<file path="config.mk">
export PLATFORM = sky130hd
export DESIGN_NAME = mem_access_stage_flat
export DESIGN_NICKNAME = d
export VERILOG_FILES = /design/src/rtl/mips_pipe_pkg.sv /design/src/rtl/mem_access_stage_if.sv /design/src/rtl/mem_timeout_counter.sv /design/src/rtl/mem_access_stage.sv /design/src/flat_wrapper.sv
export SDC_FILE = /design/constraint.sdc
export NUM_CORES = 1
export LEC_CHECK = 0
export CAP_MARGIN = 10
export CORE_MARGIN = 8
export CORE_UTILIZATION = 50
export DETAILED_ROUTE_END_ITERATION = 6
export DONT_BUFFER_PORTS = 1
export PLACE_DENSITY_LB_ADDON = 0.05
export SLEW_MARGIN = 20
export SYNTH_ARGS = -nofsm -noshare
export SYNTH_HDL_FRONTEND = slang
export SYNTH_SLANG_ARGS = --single-unit
export TNS_END_PERCENT = 1
</file>
<file path="constraint.sdc">
create_clock -name clk -period 1.91 [get_ports clk]
set_clock_uncertainty 0.05 [all_clocks]
set_input_delay 0.573 -clock clk [delete_from_list [all_inputs] [get_ports clk]]
set_output_delay 0.573 -clock clk [all_outputs]
set_load 0.005 [all_outputs]
</file>
<file path="src/rtl/mips_pipe_pkg.sv">
// Shared types and constants for the MIPS pipeline MEM stage.
package mips_pipe_pkg;

    localparam int unsigned DATA_W          = 32;
    localparam int unsigned REG_ADDR_W      = 5;
    localparam logic [1:0]  WORD_ALIGN_MASK = 2'b11;

    typedef enum logic [1:0] {
        IDLE   = 2'd0,
        ACCESS = 2'd1,
        DONE   = 2'd2
    } mem_state_e;

    typedef struct packed {
        logic reg_write;
        logic mem_to_reg;
    } wb_ctrl_t;

endpackage

</file>
<file path="src/rtl/mem_access_stage_if.sv">
// Data-memory request/ack port between the MEM stage (master) and memory (slave).
interface mem_access_stage_if #(
    parameter int unsigned ADDR_W = 32
);
    import mips_pipe_pkg::*;

    logic              dmem_req;
    logic              dmem_we;
    logic [ADDR_W-1:0] dmem_addr;
    logic [DATA_W-1:0] dmem_wdata;
    logic              dmem_ack;
    logic [DATA_W-1:0] dmem_rdata;

    modport master (
        output dmem_req, dmem_we, dmem_addr, dmem_wdata,
        input  dmem_ack, dmem_rdata
    );

    modport slave (
        input  dmem_req, dmem_we, dmem_addr, dmem_wdata,
        output dmem_ack, dmem_rdata
    );

endinterface

</file>
<file path="src/rtl/mem_timeout_counter.sv">
// Saturating wait counter for a pending memory access; expired flags the last allowed cycle.
module mem_timeout_counter #(
    parameter int unsigned TIMEOUT = 16
) (
    input  logic clk,
    input  logic rst_n,
    input  logic i_clear,
    input  logic i_enable,
    output logic o_expired
);

    localparam int unsigned       CNT_W = $clog2(TIMEOUT);
    localparam logic [CNT_W-1:0]  LAST  = CNT_W'(TIMEOUT - 1);

    logic [CNT_W-1:0] r_count;

    // Holds at LAST instead of wrapping so expired stays asserted.
    always_ff @(posedge clk or negedge rst_n) begin
        if (!rst_n) begin
            r_count <= '0;
        end else if (i_clear) begin
            r_count <= '0;
        end else if (i_enable && (r_count != LAST)) begin
            r_count <= r_count + CNT_W'(1);
        end
    end

    assign o_expired = (r_count == LAST);

endmodule

</file>
<file path="src/rtl/mem_access_stage.sv">
// MEM stage: issues loads/stores on the dmem port, stalls upstream while busy, feeds MEM/WB.
module mem_access_stage
    import mips_pipe_pkg::*;
#(
    parameter int unsigned TIMEOUT = 16,
    parameter int unsigned ADDR_W  = 32
) (
    input  logic                  clk,
    input  logic                  rst_n,
    input  logic                  valid_in,
    input  logic                  mem_read_in,
    input  logic                  mem_write_in,
    input  logic                  reg_write_in,
    input  logic                  mem_to_reg_in,
    input  logic [DATA_W-1:0]     alu_result_in,
    input  logic [DATA_W-1:0]     write_data_in,
    input  logic [REG_ADDR_W-1:0] write_reg_in,
    mem_access_stage_if.master    dmem,
    output logic                  stall_out,
    output logic                  valid_out,
    output logic                  wb_reg_write_out,
    output logic                  wb_mem_to_reg_out,
    output logic [DATA_W-1:0]     read_data_out,
    output logic [DATA_W-1:0]     alu_result_out,
    output logic [REG_ADDR_W-1:0] write_reg_out,
    output logic                  misalign_err,
    output logic                  bus_err
);

    mem_state_e            r_state,      w_state_nxt;
    logic                  r_dmem_req,   w_dmem_req_nxt;
    logic                  r_dmem_we,    w_dmem_we_nxt;
    logic [ADDR_W-1:0]     r_dmem_addr,  w_dmem_addr_nxt;
    logic [DATA_W-1:0]     r_dmem_wdata, w_dmem_wdata_nxt;
    logic                  r_valid_out,  w_valid_nxt;
    wb_ctrl_t              r_wb_out,     w_wb_nxt;
    logic [DATA_W-1:0]     r_read_data,  w_read_data_nxt;
    logic [DATA_W-1:0]     r_alu_out,    w_alu_nxt;
    logic [REG_ADDR_W-1:0] r_wreg_out,   w_wreg_nxt;
    logic                  r_misalign,   w_misalign_nxt;
    logic                  r_bus_err,    w_bus_err_nxt;
    wb_ctrl_t              r_cap_wb,     w_cap_wb_nxt;
    logic                  r_cap_load,   w_cap_load_nxt;
    logic [DATA_W-1:0]     r_cap_alu,    w_cap_alu_nxt;
    logic [REG_ADDR_W-1:0] r_cap_wreg,   w_cap_wreg_nxt;

    logic w_mem_op;
    logic w_misaligned;
    logic w_cnt_clear;
    logic w_cnt_en;
    logic w_expired;

    assign w_mem_op     = mem_read_in | mem_write_in;
    assign w_misaligned = |(alu_result_in[1:0] & WORD_ALIGN_MASK);

    mem_timeout_counter #(.TIMEOUT(TIMEOUT)) u_timeout (
        .clk       (clk),
        .rst_n     (rst_n),
        .i_clear   (w_cnt_clear),
        .i_enable  (w_cnt_en),
        .o_expired (w_expired)
    );

    // Gated by rst_n so upstream is released the instant reset hits.
    assign stall_out = rst_n & ((r_state == ACCESS) |
                                ((r_state == IDLE) & valid_in & w_mem_op & ~w_misaligned));

    always_comb begin
        w_state_nxt      = r_state;
        w_dmem_req_nxt   = r_dmem_req;
        w_dmem_we_nxt    = r_dmem_we;
        w_dmem_addr_nxt  = r_dmem_addr;
        w_dmem_wdata_nxt = r_dmem_wdata;
        w_valid_nxt      = 1'b0;
        w_wb_nxt         = r_wb_out;
        w_read_data_nxt  = r_read_data;
        w_alu_nxt        = r_alu_out;
        w_wreg_nxt       = r_wreg_out;
        w_misalign_nxt   = r_misalign;
        w_bus_err_nxt    = r_bus_err;
        w_cap_wb_nxt     = r_cap_wb;
        w_cap_load_nxt   = r_cap_load;
        w_cap_alu_nxt    = r_cap_alu;
        w_cap_wreg_nxt   = r_cap_wreg;
        w_cnt_clear      = 1'b0;
        w_cnt_en         = 1'b0;

        unique case (r_state)
            IDLE: begin
                if (valid_in) begin
                    if (!w_mem_op || w_misaligned) begin
                        w_valid_nxt          = 1'b1;
                        w_wb_nxt.reg_write   = reg_write_in & ~w_mem_op;
                        w_wb_nxt.mem_to_reg  = mem_to_reg_in;
                        w_read_data_nxt      = '0;
                        w_alu_nxt            = alu_result_in;
                        w_wreg_nxt           = write_reg_in;
                        w_misalign_nxt       = r_misalign | w_mem_op;
                    end else begin
                        w_state_nxt              = ACCESS;
                        w_dmem_req_nxt           = 1'b1;
                        w_dmem_we_nxt            = mem_write_in;
                        w_dmem_addr_nxt          = ADDR_W'(alu_result_in);
                        w_dmem_wdata_nxt         = write_data_in;
                        w_cap_wb_nxt.reg_write   = reg_write_in;
                        w_cap_wb_nxt.mem_to_reg  = mem_to_reg_in;
                        w_cap_load_nxt           = ~mem_write_in;
                        w_cap_alu_nxt            = alu_result_in;
                        w_cap_wreg_nxt           = write_reg_in;
                        w_cnt_clear              = 1'b1;
                    end
                end
            end
            ACCESS: begin
                w_cnt_en = 1'b1;
                // An ack in the expiring cycle still completes the access normally.
                if (dmem.dmem_ack || w_expired) begin
                    w_state_nxt     = DONE;
                    w_dmem_req_nxt  = 1'b0;
                    w_dmem_we_nxt   = 1'b0;
                    w_valid_nxt     = 1'b1;
                    w_wb_nxt        = r_cap_wb;
                    w_alu_nxt       = r_cap_alu;
                    w_wreg_nxt      = r_cap_wreg;
                    w_read_data_nxt = (dmem.dmem_ack && r_cap_load) ? dmem.dmem_rdata : '0;
                    if (!dmem.dmem_ack) begin
                        w_wb_nxt.reg_write = 1'b0;
                        w_bus_err_nxt      = 1'b1;
                    end
                end
            end
            DONE: begin
                w_state_nxt = IDLE;
            end
            default: begin
                w_state_nxt = IDLE;
            end
        endcase
    end

    always_ff @(posedge clk or negedge rst_n) begin
        if (!rst_n) begin
            r_state      <= IDLE;
            r_dmem_req   <= 1'b0;
            r_dmem_we    <= 1'b0;
            r_dmem_addr  <= '0;
            r_dmem_wdata <= '0;
            r_valid_out  <= 1'b0;
            r_wb_out     <= '0;
            r_read_data  <= '0;
            r_alu_out    <= '0;
            r_wreg_out   <= '0;
            r_misalign   <= 1'b0;
            r_bus_err    <= 1'b0;
            r_cap_wb     <= '0;
            r_cap_load   <= 1'b0;
            r_cap_alu    <= '0;
            r_cap_wreg   <= '0;
        end else begin
            r_state      <= w_state_nxt;
            r_dmem_req   <= w_dmem_req_nxt;
            r_dmem_we    <= w_dmem_we_nxt;
            r_dmem_addr  <= w_dmem_addr_nxt;
            r_dmem_wdata <= w_dmem_wdata_nxt;
            r_valid_out  <= w_valid_nxt;
            r_wb_out     <= w_wb_nxt;
            r_read_data  <= w_read_data_nxt;
            r_alu_out    <= w_alu_nxt;
            r_wreg_out   <= w_wreg_nxt;
            r_misalign   <= w_misalign_nxt;
            r_bus_err    <= w_bus_err_nxt;
            r_cap_wb     <= w_cap_wb_nxt;
            r_cap_load   <= w_cap_load_nxt;
            r_cap_alu    <= w_cap_alu_nxt;
            r_cap_wreg   <= w_cap_wreg_nxt;
        end
    end

    assign dmem.dmem_req   = r_dmem_req;
    assign dmem.dmem_we    = r_dmem_we;
    assign dmem.dmem_addr  = r_dmem_addr;
    assign dmem.dmem_wdata = r_dmem_wdata;

    assign valid_out         = r_valid_out;
    assign wb_reg_write_out  = r_wb_out.reg_write;
    assign wb_mem_to_reg_out = r_wb_out.mem_to_reg;
    assign read_data_out     = r_read_data;
    assign alu_result_out    = r_alu_out;
    assign write_reg_out     = r_wreg_out;
    assign misalign_err      = r_misalign;
    assign bus_err           = r_bus_err;

endmodule

</file>
<file path="src/flat_wrapper.sv">
// flat-port wrapper written by rule: the top's interface ports become plain ports
module mem_access_stage_flat import mips_pipe_pkg::*;
#(
    parameter int unsigned TIMEOUT = 16,
    parameter int unsigned ADDR_W  = 32
)
  (clk, rst_n, valid_in, mem_read_in, mem_write_in, reg_write_in, mem_to_reg_in, alu_result_in, write_data_in, write_reg_in, stall_out, valid_out, wb_reg_write_out, wb_mem_to_reg_out, read_data_out, alu_result_out, write_reg_out, misalign_err, bus_err, dmem_dmem_req, dmem_dmem_we, dmem_dmem_addr, dmem_dmem_wdata, dmem_dmem_ack, dmem_dmem_rdata);
  mem_access_stage_if #(.ADDR_W(ADDR_W)) dmem_i ();
  input  logic clk;
  input  logic rst_n;
  input  logic valid_in;
  input  logic mem_read_in;
  input  logic mem_write_in;
  input  logic reg_write_in;
  input  logic mem_to_reg_in;
  input  logic [DATA_W-1:0] alu_result_in;
  input  logic [DATA_W-1:0] write_data_in;
  input  logic [REG_ADDR_W-1:0] write_reg_in;
  output logic stall_out;
  output logic valid_out;
  output logic wb_reg_write_out;
  output logic wb_mem_to_reg_out;
  output logic [DATA_W-1:0] read_data_out;
  output logic [DATA_W-1:0] alu_result_out;
  output logic [REG_ADDR_W-1:0] write_reg_out;
  output logic misalign_err;
  output logic bus_err;
  output wire logic [$bits(dmem_i.dmem_req)-1:0] dmem_dmem_req;
  output wire logic [$bits(dmem_i.dmem_we)-1:0] dmem_dmem_we;
  output wire logic [$bits(dmem_i.dmem_addr)-1:0] dmem_dmem_addr;
  output wire logic [$bits(dmem_i.dmem_wdata)-1:0] dmem_dmem_wdata;
  input wire logic [$bits(dmem_i.dmem_ack)-1:0] dmem_dmem_ack;
  input wire logic [$bits(dmem_i.dmem_rdata)-1:0] dmem_dmem_rdata;
  assign dmem_dmem_req = dmem_i.dmem_req;
  assign dmem_dmem_we = dmem_i.dmem_we;
  assign dmem_dmem_addr = dmem_i.dmem_addr;
  assign dmem_dmem_wdata = dmem_i.dmem_wdata;
  assign dmem_i.dmem_ack = dmem_dmem_ack;
  assign dmem_i.dmem_rdata = dmem_dmem_rdata;
  mem_access_stage #(.TIMEOUT(TIMEOUT), .ADDR_W(ADDR_W)) u_core (.clk(clk), .rst_n(rst_n), .valid_in(valid_in), .mem_read_in(mem_read_in), .mem_write_in(mem_write_in), .reg_write_in(reg_write_in), .mem_to_reg_in(mem_to_reg_in), .alu_result_in(alu_result_in), .write_data_in(write_data_in), .write_reg_in(write_reg_in), .dmem(dmem_i), .stall_out(stall_out), .valid_out(valid_out), .wb_reg_write_out(wb_reg_write_out), .wb_mem_to_reg_out(wb_mem_to_reg_out), .read_data_out(read_data_out), .alu_result_out(alu_result_out), .write_reg_out(write_reg_out), .misalign_err(misalign_err), .bus_err(bus_err));
endmodule
</file>
* After elaboration in Yosys (flattened, before gate mapping)
Index checks and enable logic that the tools add are counted.
** Word-level totals
- Flip-flop bits (word level) :: 154
- Logic and storage cells :: 93
- Input bits :: 109
** Cells by class
- Reductions and logical operators :: 15
- Mux-type cells :: 39
- $add $sub $neg :: 1
- Equal/unequal tests :: 7
- Bitwise gates (word level) :: 13
** Operators by type and width (count)
- $mux 32 :: 7
- $pmux 32 s2 :: 2
- $mux 5 :: 3
- $mux 1 :: 13
- $mux 2 :: 6
- $reduce_and 3->1 :: 4
- $pmux 5 s2 :: 1
- $mux 4 :: 2
- $ne 2x2->1 const B :: 4
- $pmux 2 s2 :: 2
- $reduce_and 4->1 :: 2
- $pmux 1 s2 :: 3
- $and 1x1->1 :: 5
- $not 1->1 :: 5
- $add 4x1->4 const B :: 1
- $eq 4x4->1 const B :: 1
- $ne 4x4->1 const B :: 1
- $reduce_bool 2->1 :: 2
- $or 1x1->1 :: 3
- $eq 2x1->1 const B :: 1
- $logic_and 1x1->1 :: 2
- $logic_not 2->1 :: 1
- $logic_or 1x1->1 :: 2
- $reduce_or 2->1 :: 1
- $logic_not 1->1 :: 1

* Longest topological paths before layout
Gate-level depths: netlist (run 1).
- Depth after elaboration :: 7
- Mapped depth :: 8
- Mapped depth without buffers :: 6

* Hierarchy
A second synthesis (run 1) with hierarchy kept.
** Unflattened totals
- Cell total of the unflattened synthesis :: 594
- Area, all modules :: 6188.4 um^2
** By module, submodules not included
- mem_access_stage :: instances 1, area an instance 5959.5 um^2, cells an instance 574
- mem_timeout_counter :: instances 1, area an instance 229.0 um^2, cells an instance 20

* Worst setup path after synthesis (run 1)
Ideal clock, no wire load.
- Kind :: input to output
- Start point :: input port valid_in
- End point :: output port stall_out
- Stages :: 3
- Path buffers :: 0
- Slack :: -81 ps
- Arrival time :: 1368 ps
- Path through :: nor3b_2 nand3_1 a21boi_0
** On the way
- Longest elaborated chain between the ends :: 5
** RTL lines
- start: declaration :: line flat_wrapper.sv:11 : input logic valid_in;
- $and 1x1->1 (3 in series) :: line mem_access_stage.sv:66 : ((r_state == IDLE) & valid_in & w_mem_op & ~w_misaligned));
- $or 1x1->1 :: line mem_access_stage.sv:65 : assign stall_out = rst_n & ((r_state == ACCESS) |
- $and 1x1->1 :: line mem_access_stage.sv:65
- end: declaration :: line flat_wrapper.sv:19 : output logic stall_out;
Every way passes these cells.

* Worst setup path after layout (run 1)
- Start point :: register u_core.r_state[0]
- End point :: output port stall_out
** On the way
- Longest elaborated chain between the ends :: 6
** RTL lines
- start: declaration :: line mem_access_stage.sv:30 : mem_state_e r_state, w_state_nxt;
- start signal: assignment :: line mem_access_stage.sv:160 : r_state <= w_state_nxt;
- $logic_not 2->1 :: line mem_access_stage.sv:66
- $and 1x1->1 (3 in series) :: line mem_access_stage.sv:66
- $or 1x1->1 (*) :: line mem_access_stage.sv:65
- $and 1x1->1 (*) :: line mem_access_stage.sv:65
Mark *: on every way between the ends. The rest lies on a longest branch, timed or not.

==> impl_metrics.csv, run 1 <==
group,metric,value,unit
synth,netlist_instances,628,
layout,instances_no_fill,816,
layout,most-common-layout-cells,"326 x nand2_1, 152 x dfrtp_1, 33 x a22o_1",
grt,grt_pass1_vias,4335,
synth,ys_seq_elements,154,
route,first_pass_iters,4,
run_status,outcome,"complete, but fails checks",
pwr,p_leak,0.00371,uW
critical_path,worstSetupStartpointType,"register",
die,io_pins,250,
timing,fmaxAchievable,487,MHz
synth,syn-num-nets,738,
synth,ys_types,31,
clocking,cts_tree,"yes",
placement,place_inst,783,
die,core_area,12100,um2
grt,grt_pass1_wl,24700,um
grt,gr-total-overflow,0,
route,wl_met2,7500,um
timing,finalSetupViolCount,1,
layout,final_common_cell,"nand2_1",
critical_path,max_stage_delay,0.42,ns
layout,design_area,7170,um2
critical_path,cp-end-kind,"output pin",
grt,grt_max_degree,156,
route,wl_met1,6000,um
route,drc_errors,0,
clocking,cts_sinks,154,
route,vias,4306,
timing,worst_slack,-0.142,ns
pwr,powerDensity,1260,nW/um2
timing,report.final.hold_viol_count,154,
layout,multi_input_area,2280,um2
placement,gp_congestion,0.753,
route,wire_per_inst,19.1,um
clocking,htree_levels,4,
critical_path,r2r_setup_slack,0.04,ns
layout,fillers,1033,
route,routed_wl,15600,um
route,drt_iter0_markers,287,
placement,place_hpwl,11000,um
die,die_y,128,um
pwr,ir_worst_vdd,0.000731,V
timing,period_needed,2.05,ns
clocking,cts_buffers,17,
critical_path,cp_cell_sequence,"nor3b_4 -> nand3_2 -> a21boi_2 -> buf_4",
layout,layout.nets,746,
route,dr.max_layer_used,"met4",
synth,syn_avg_cell_area,9.92,um2
clocking,clk_latency,0.41,ns
grt,track_usage,19.5,%
synth,yosys_warnings,0,
timing,rsz0062_at_grt,"true",
die,fp-row-count,40,
route,final_antenna_net_count,0,
critical_path,arrival,1.43,ns
critical_path,crit_buf_inv,1,
job,cap_viol_max_count,0,
timing,tightest_slew,0.753,ns
synth,synth-seq-area-share,61.9,%
grt,antenna_found_initial,0,
timing,maxSlewViolCount,0,
timing,relSlewSlack,49.8,%
critical_path,crit_required,1.29,ns
run_status,violations,"negative hold slack, negative setup slack",
route,avgViaCountPerCell,5.28,
critical_path,critPathMaxFanout,2,
timing,hold-worst-slack,-0.196,ns
die,start_util,51.4,%
layout,syn2layout_area_growth,15.1,%
die,dieWidth,128,um
route,wl_met3,1880,um
die,dieArea,16300,um2
layout,antennaDiodeCount,0,
min_path,holdCritPathClass,"in -> async",
clocking,clockBufferDepth,2,
critical_path,crit_slowest_cell,"dfrtp_2",
layout,fin_util,59.2,%
layout,drive_gt1_share,11.6,%
timing,fin_crit_sh,107,%
placement,place_area,6520,um2
synth,syn_area,6230,um2
placement,post-place-ws,-0.0478,ns
critical_path,criticalPathCategory,"reg -> out",
critical_path,critPathTopFamily,"flip-flops",
clocking,clockRootBuffer,"clkbuf_16",
layout,register_area,3860,um2
clocking,clkTransAtPathRegs,0.06,ns
placement,port_buffers,0,
worst register-to-register path, stage by stage (launching register included):
cell,delay (ns)
dfrtp_1,0.39
ha_2,0.21
a31oi_4,0.13
nand2b_4,0.16
inv_4,0.04
a21oi_4,0.18
buf_12,0.23
mux2_1,0.35
path summary, 6_finish.rpt:
path / startpoint / to / depth (start not counted)
setup reg to reg: u_core.u_timeout.r_count[1] / u_core.alu_result_out[21] / 7
setup / recovery: u_core.r_state[0] / stall_out / 4
max in group asynchronous: rst_n / u_core.r_state[0] / 0
min in group clk: mem_write_in / u_core.r_cap_load / 1
hold / removal: rst_n / u_core.r_cap_alu[14] / 0
hold reg to reg: u_core.r_cap_wb[0] / u_core.r_cap_wb[0] / 2
through the flow:
stage               setup TNS [ns]  total power [uW]
floorplan                   -0.602              5350
global placement            -0.425              5800
detailed placement           -2.73              5870
CTS                         -0.161              9130
global route                 -1.47              9570
finish                      -0.142              9050
cell type report:
class                   count  share of cell area (%)
clock buffers              23                    6.53
multi-input cells         435                    31.8
clock inverters             8                    1.33
inverters                   2                   0.140
well taps                 168                    2.93
repair buffers             26                    3.53
flip-flops and latches    154                    53.8
Yosys cell counts, drive strengths merged:
library cell	n	share of area, %
dfrtp	154	62
a21oi	4	0.50
a21boi	1	0.12
nand2	326	20
a22o	33	4.6
or2	1	0.10
o21bai	1	0.12
xor2	2	0.28
and3	3	0.30
clkbuf	20	1.2
nor2	7	0.42
buf	17	1.5
nand2b	2	0.20
mux2	39	7.1
nor3b	1	0.20
nor3	1	0.080
a31o	1	0.14
a32o	1	0.16
inv	2	0.12
a211o	1	0.14
a31oi	2	0.20
nand3	4	0.32
ha	1	0.20
and2	2	0.20
and4b	1	0.16
nor2b	1	0.10
routing by layer:
| layer | GRT usage (%) | up-vias |
|---|---|---|
| met4 | 7.69 | 0 |
| met5 | 0 | - |
| met1 | 22.4 | 2097 |
| li1 | - | 2019 |
| met2 | 30.8 | 168 |
| met3 | 9.61 | 22 |
power by group:
group | internal, uW | switching, uW | total, uW
sequential | 4000 | 710 | 4710
clock | 1970 | 1230 | 3210
combinational | 573 | 559 | 1130
repair_timing:
action | CTS | global route
setup endpoints to repair | 57 | 57
pin swaps | 3 | 1
gates resized for setup | 9 | 9
endpoints found under the hold margin | 154 | 154
setup buffers | 2 | 0
state kept, by name, indices dropped and copies added (netlist names):
register	count
u_core.bus_err	1
u_core.r_cap_wreg	5
u_core.r_cap_alu	32
u_core.wb_reg_write_out	1
u_core.dmem.dmem_wdata	32
u_core.valid_out	1
u_core.wb_mem_to_reg_out	1
u_core.u_timeout.r_count	4
u_core.r_state	2
u_core.misalign_err	1
u_core.r_cap_wb	2
u_core.alu_result_out	32
u_core.read_data_out	32
u_core.write_reg_out	5
u_core.r_cap_load	1
u_core.dmem.dmem_we	1
u_core.dmem.dmem_req	1
cells by family after synthesis:
logic type,Yosys count,synth area share [%]
adders and majority gates,1,0.201
buffers and inverters,39,2.83
muxes,39,7.05
and+or+nand+nor,349,21.7
DFF,154,61.9
AOI/OAI and AO/OA,44,6.03
xor gates and xnor gates,2,0.281
(Power assumes the default switching activity.)
==> run 2, diff against run 1 <==
CORE_ASPECT_RATIO = 0.7   (was default)
==> run 2 against run 1 <==
The run still ends with negative hold slack, negative setup slack left. Wire length rose by 3.4%. Clock-buffer cell count fell by 4. Sequential cell count did not move. Sequential power barely moved. Core utilization fell by 0.58 points. Worst hold slack got worse by 0.0039 ns. Sequential share of layout area fell by 0.29 points. Die area rose by 0.35%. Non-clock buffer count did not move. Register-to-register slack barely moved.
==> impl_metrics.csv, run 2 (synthesis gave the netlist of run 1 again) <==
group,metric,value,unit
die,die_y,109,um
min_path,holdCritPathClass,"in -> async",
clocking,cts_tree,"yes",
timing,period_needed,2.06,ns
critical_path,criticalPathCategory,"reg -> out",
pwr,power,9040,uW
die,dieWidth,149,um
timing,setup-tns-final,-0.148,ns
critical_path,arrival,1.43,ns
clocking,clockBufferDepth,2,
timing,fmaxAchievable,486,MHz
critical_path,worstSetupStartpointType,"register",
placement,place_inst,776,
layout,final_common_cell,"nand2_1",
grt,grt_max_degree,156,
pwr,powerDensity,1250,nW/um2
timing,rsz0062_at_grt,"true",
layout,layout.nets,746,
layout,instances_no_fill,811,
timing,hold-worst-slack,-0.199,ns
critical_path,max_stage_delay,0.43,ns
route,final_antenna_net_count,0,
die,fp-row-count,34,
critical_path,reg2reg_to,"u_core.alu_result_out[31]",
placement,port_buffers,0,
layout,fin_util,58.6,%
grt,antenna_found_initial,0,
placement,post-place-ws,-0.0680,ns
route,routed_wl,16200,um
timing,fin_crit_sh,108,%
clocking,clockRootBuffer,"clkbuf_16",
pwr,ir_worst_vdd,0.000652,V
route,drt_iter0_markers,234,
grt,gr-total-overflow,0,
timing,relSlewSlack,48.0,%
die,dieArea,16300,um2
layout,antennaDiodeCount,0,
timing,worst_slack,-0.148,ns
grt,track_usage,19.6,%
route,avgViaCountPerCell,5.44,
route,wire_per_inst,19.9,um
critical_path,crit_required,1.29,ns
placement,place_hpwl,11000,um
critical_path,r2r_setup_slack,0.05,ns
die,start_util,50.7,%
run_status,violations,"negative hold slack, negative setup slack",
clocking,htree_levels,4,
route,vias,4411,
clocking,cts_buffers,17,
layout,syn2layout_area_growth,15.7,%
critical_path,r2r-start,"u_core.u_timeout.r_count[1]",
timing,tightest_slew,0.779,ns
job,cap_viol_max_count,0,
placement,gp_congestion,0.742,
critical_path,cp-end-kind,"output pin",
critical_path,critPathMaxFanout,2,
die,io_pins,250,
layout,most-common-layout-cells,"326 x nand2_1, 153 x dfrtp_1, 34 x mux2_1",
clocking,cts_sinks,154,
route,drc_errors,0,
route,first_pass_iters,4,
timing,finalSetupViolCount,1,
grt,grt_pass1_vias,4456,
timing,report.final.hold_viol_count,154,
critical_path,worstRegToRegCells,7,
timing,maxSlewViolCount,0,
pwr,p_leak,0.00370,uW
clocking,clkTransAtPathRegs,0.07,ns
clocking,clk_latency,0.41,ns
critical_path,crit_slowest_cell,"dfrtp_2",
layout,drive_gt1_share,11.9,%
critical_path,cp_cell_sequence,"nor3b_4 -> nand3_2 -> a21boi_2 -> buf_4",
run_status,outcome,"complete, but fails checks",
die,core_area,12300,um2
grt,grt_pass1_wl,25100,um
[run 2: metrics by stage]
step	hold slack [ns]	cell area, um2
detailed placement	0.231	6560
floorplan	0.227	6240
global route	-0.234	7200
CTS	-0.221	7170
finish	-0.199	7200
global placement	0.231	6560
[run 2: how the worst max path moves through the flow]
stage                                      from                   endpoint  cells past startpoint
finish                        u_core.r_state[1]                  stall_out                      4
global route                  u_core.r_state[1]                  stall_out                      4
CTS                           u_core.r_state[0]                  stall_out                      4
detailed placement  u_core.u_timeout.r_count[1]  u_core.alu_result_out[18]                      7
global placement    u_core.u_timeout.r_count[0]  u_core.alu_result_out[31]                      7
floorplan           u_core.u_timeout.r_count[0]   u_core.alu_result_out[0]                      7
[run 2: cell type report]
| type | instances | area (um2) |
|---|---|---|
| clock inverter | 13 | 110 |
| multi-input combinational | 435 | 2280 |
| timing repair buffer | 26 | 295 |
| clock buffer | 19 | 453 |
| sequential | 154 | 3850 |
| fill | 1027 | 5090 |
| tap | 162 | 203 |
| inverter | 2 | 7.51 |
[run 2: report_power, final]
part           internal (uW)  switching [uW]  total, uW  leakage (uW)
Clock                   1760            1410       3170      0.000266
Sequential              4000             714       4710       0.00194
Combinational            577             571       1150       0.00149
Total                   6340            2700       9040       0.00370
[run 2: repair_timing]
item | 4_1_cts | 5_1_grt
endpoints found under the hold margin | 154 | 154
pin swaps | 3 | 1
buffers inserted | 3 | 0
endpoints found under the setup margin | 45 | 43
gates resized for setup | 6 | 7
[run 2: layer usage]
metal / up-vias / routed length [um] / track usage [%]
met5: - / 0 / 0
met1: 2188 / 6360 / 24.0
met2: 182 / 7750 / 30.5
met3: 14 / 1890 / 9.54
li1: 2027 / - / -
met4: 0 / 157 / 5.67
[run 2: critical path, delay by kind of cell (launching register included)]
family          cells  cell delay, ns
flops               1            0.43
compound gates      1            0.12
simple gates        2            0.34
buf+inv             1            0.13
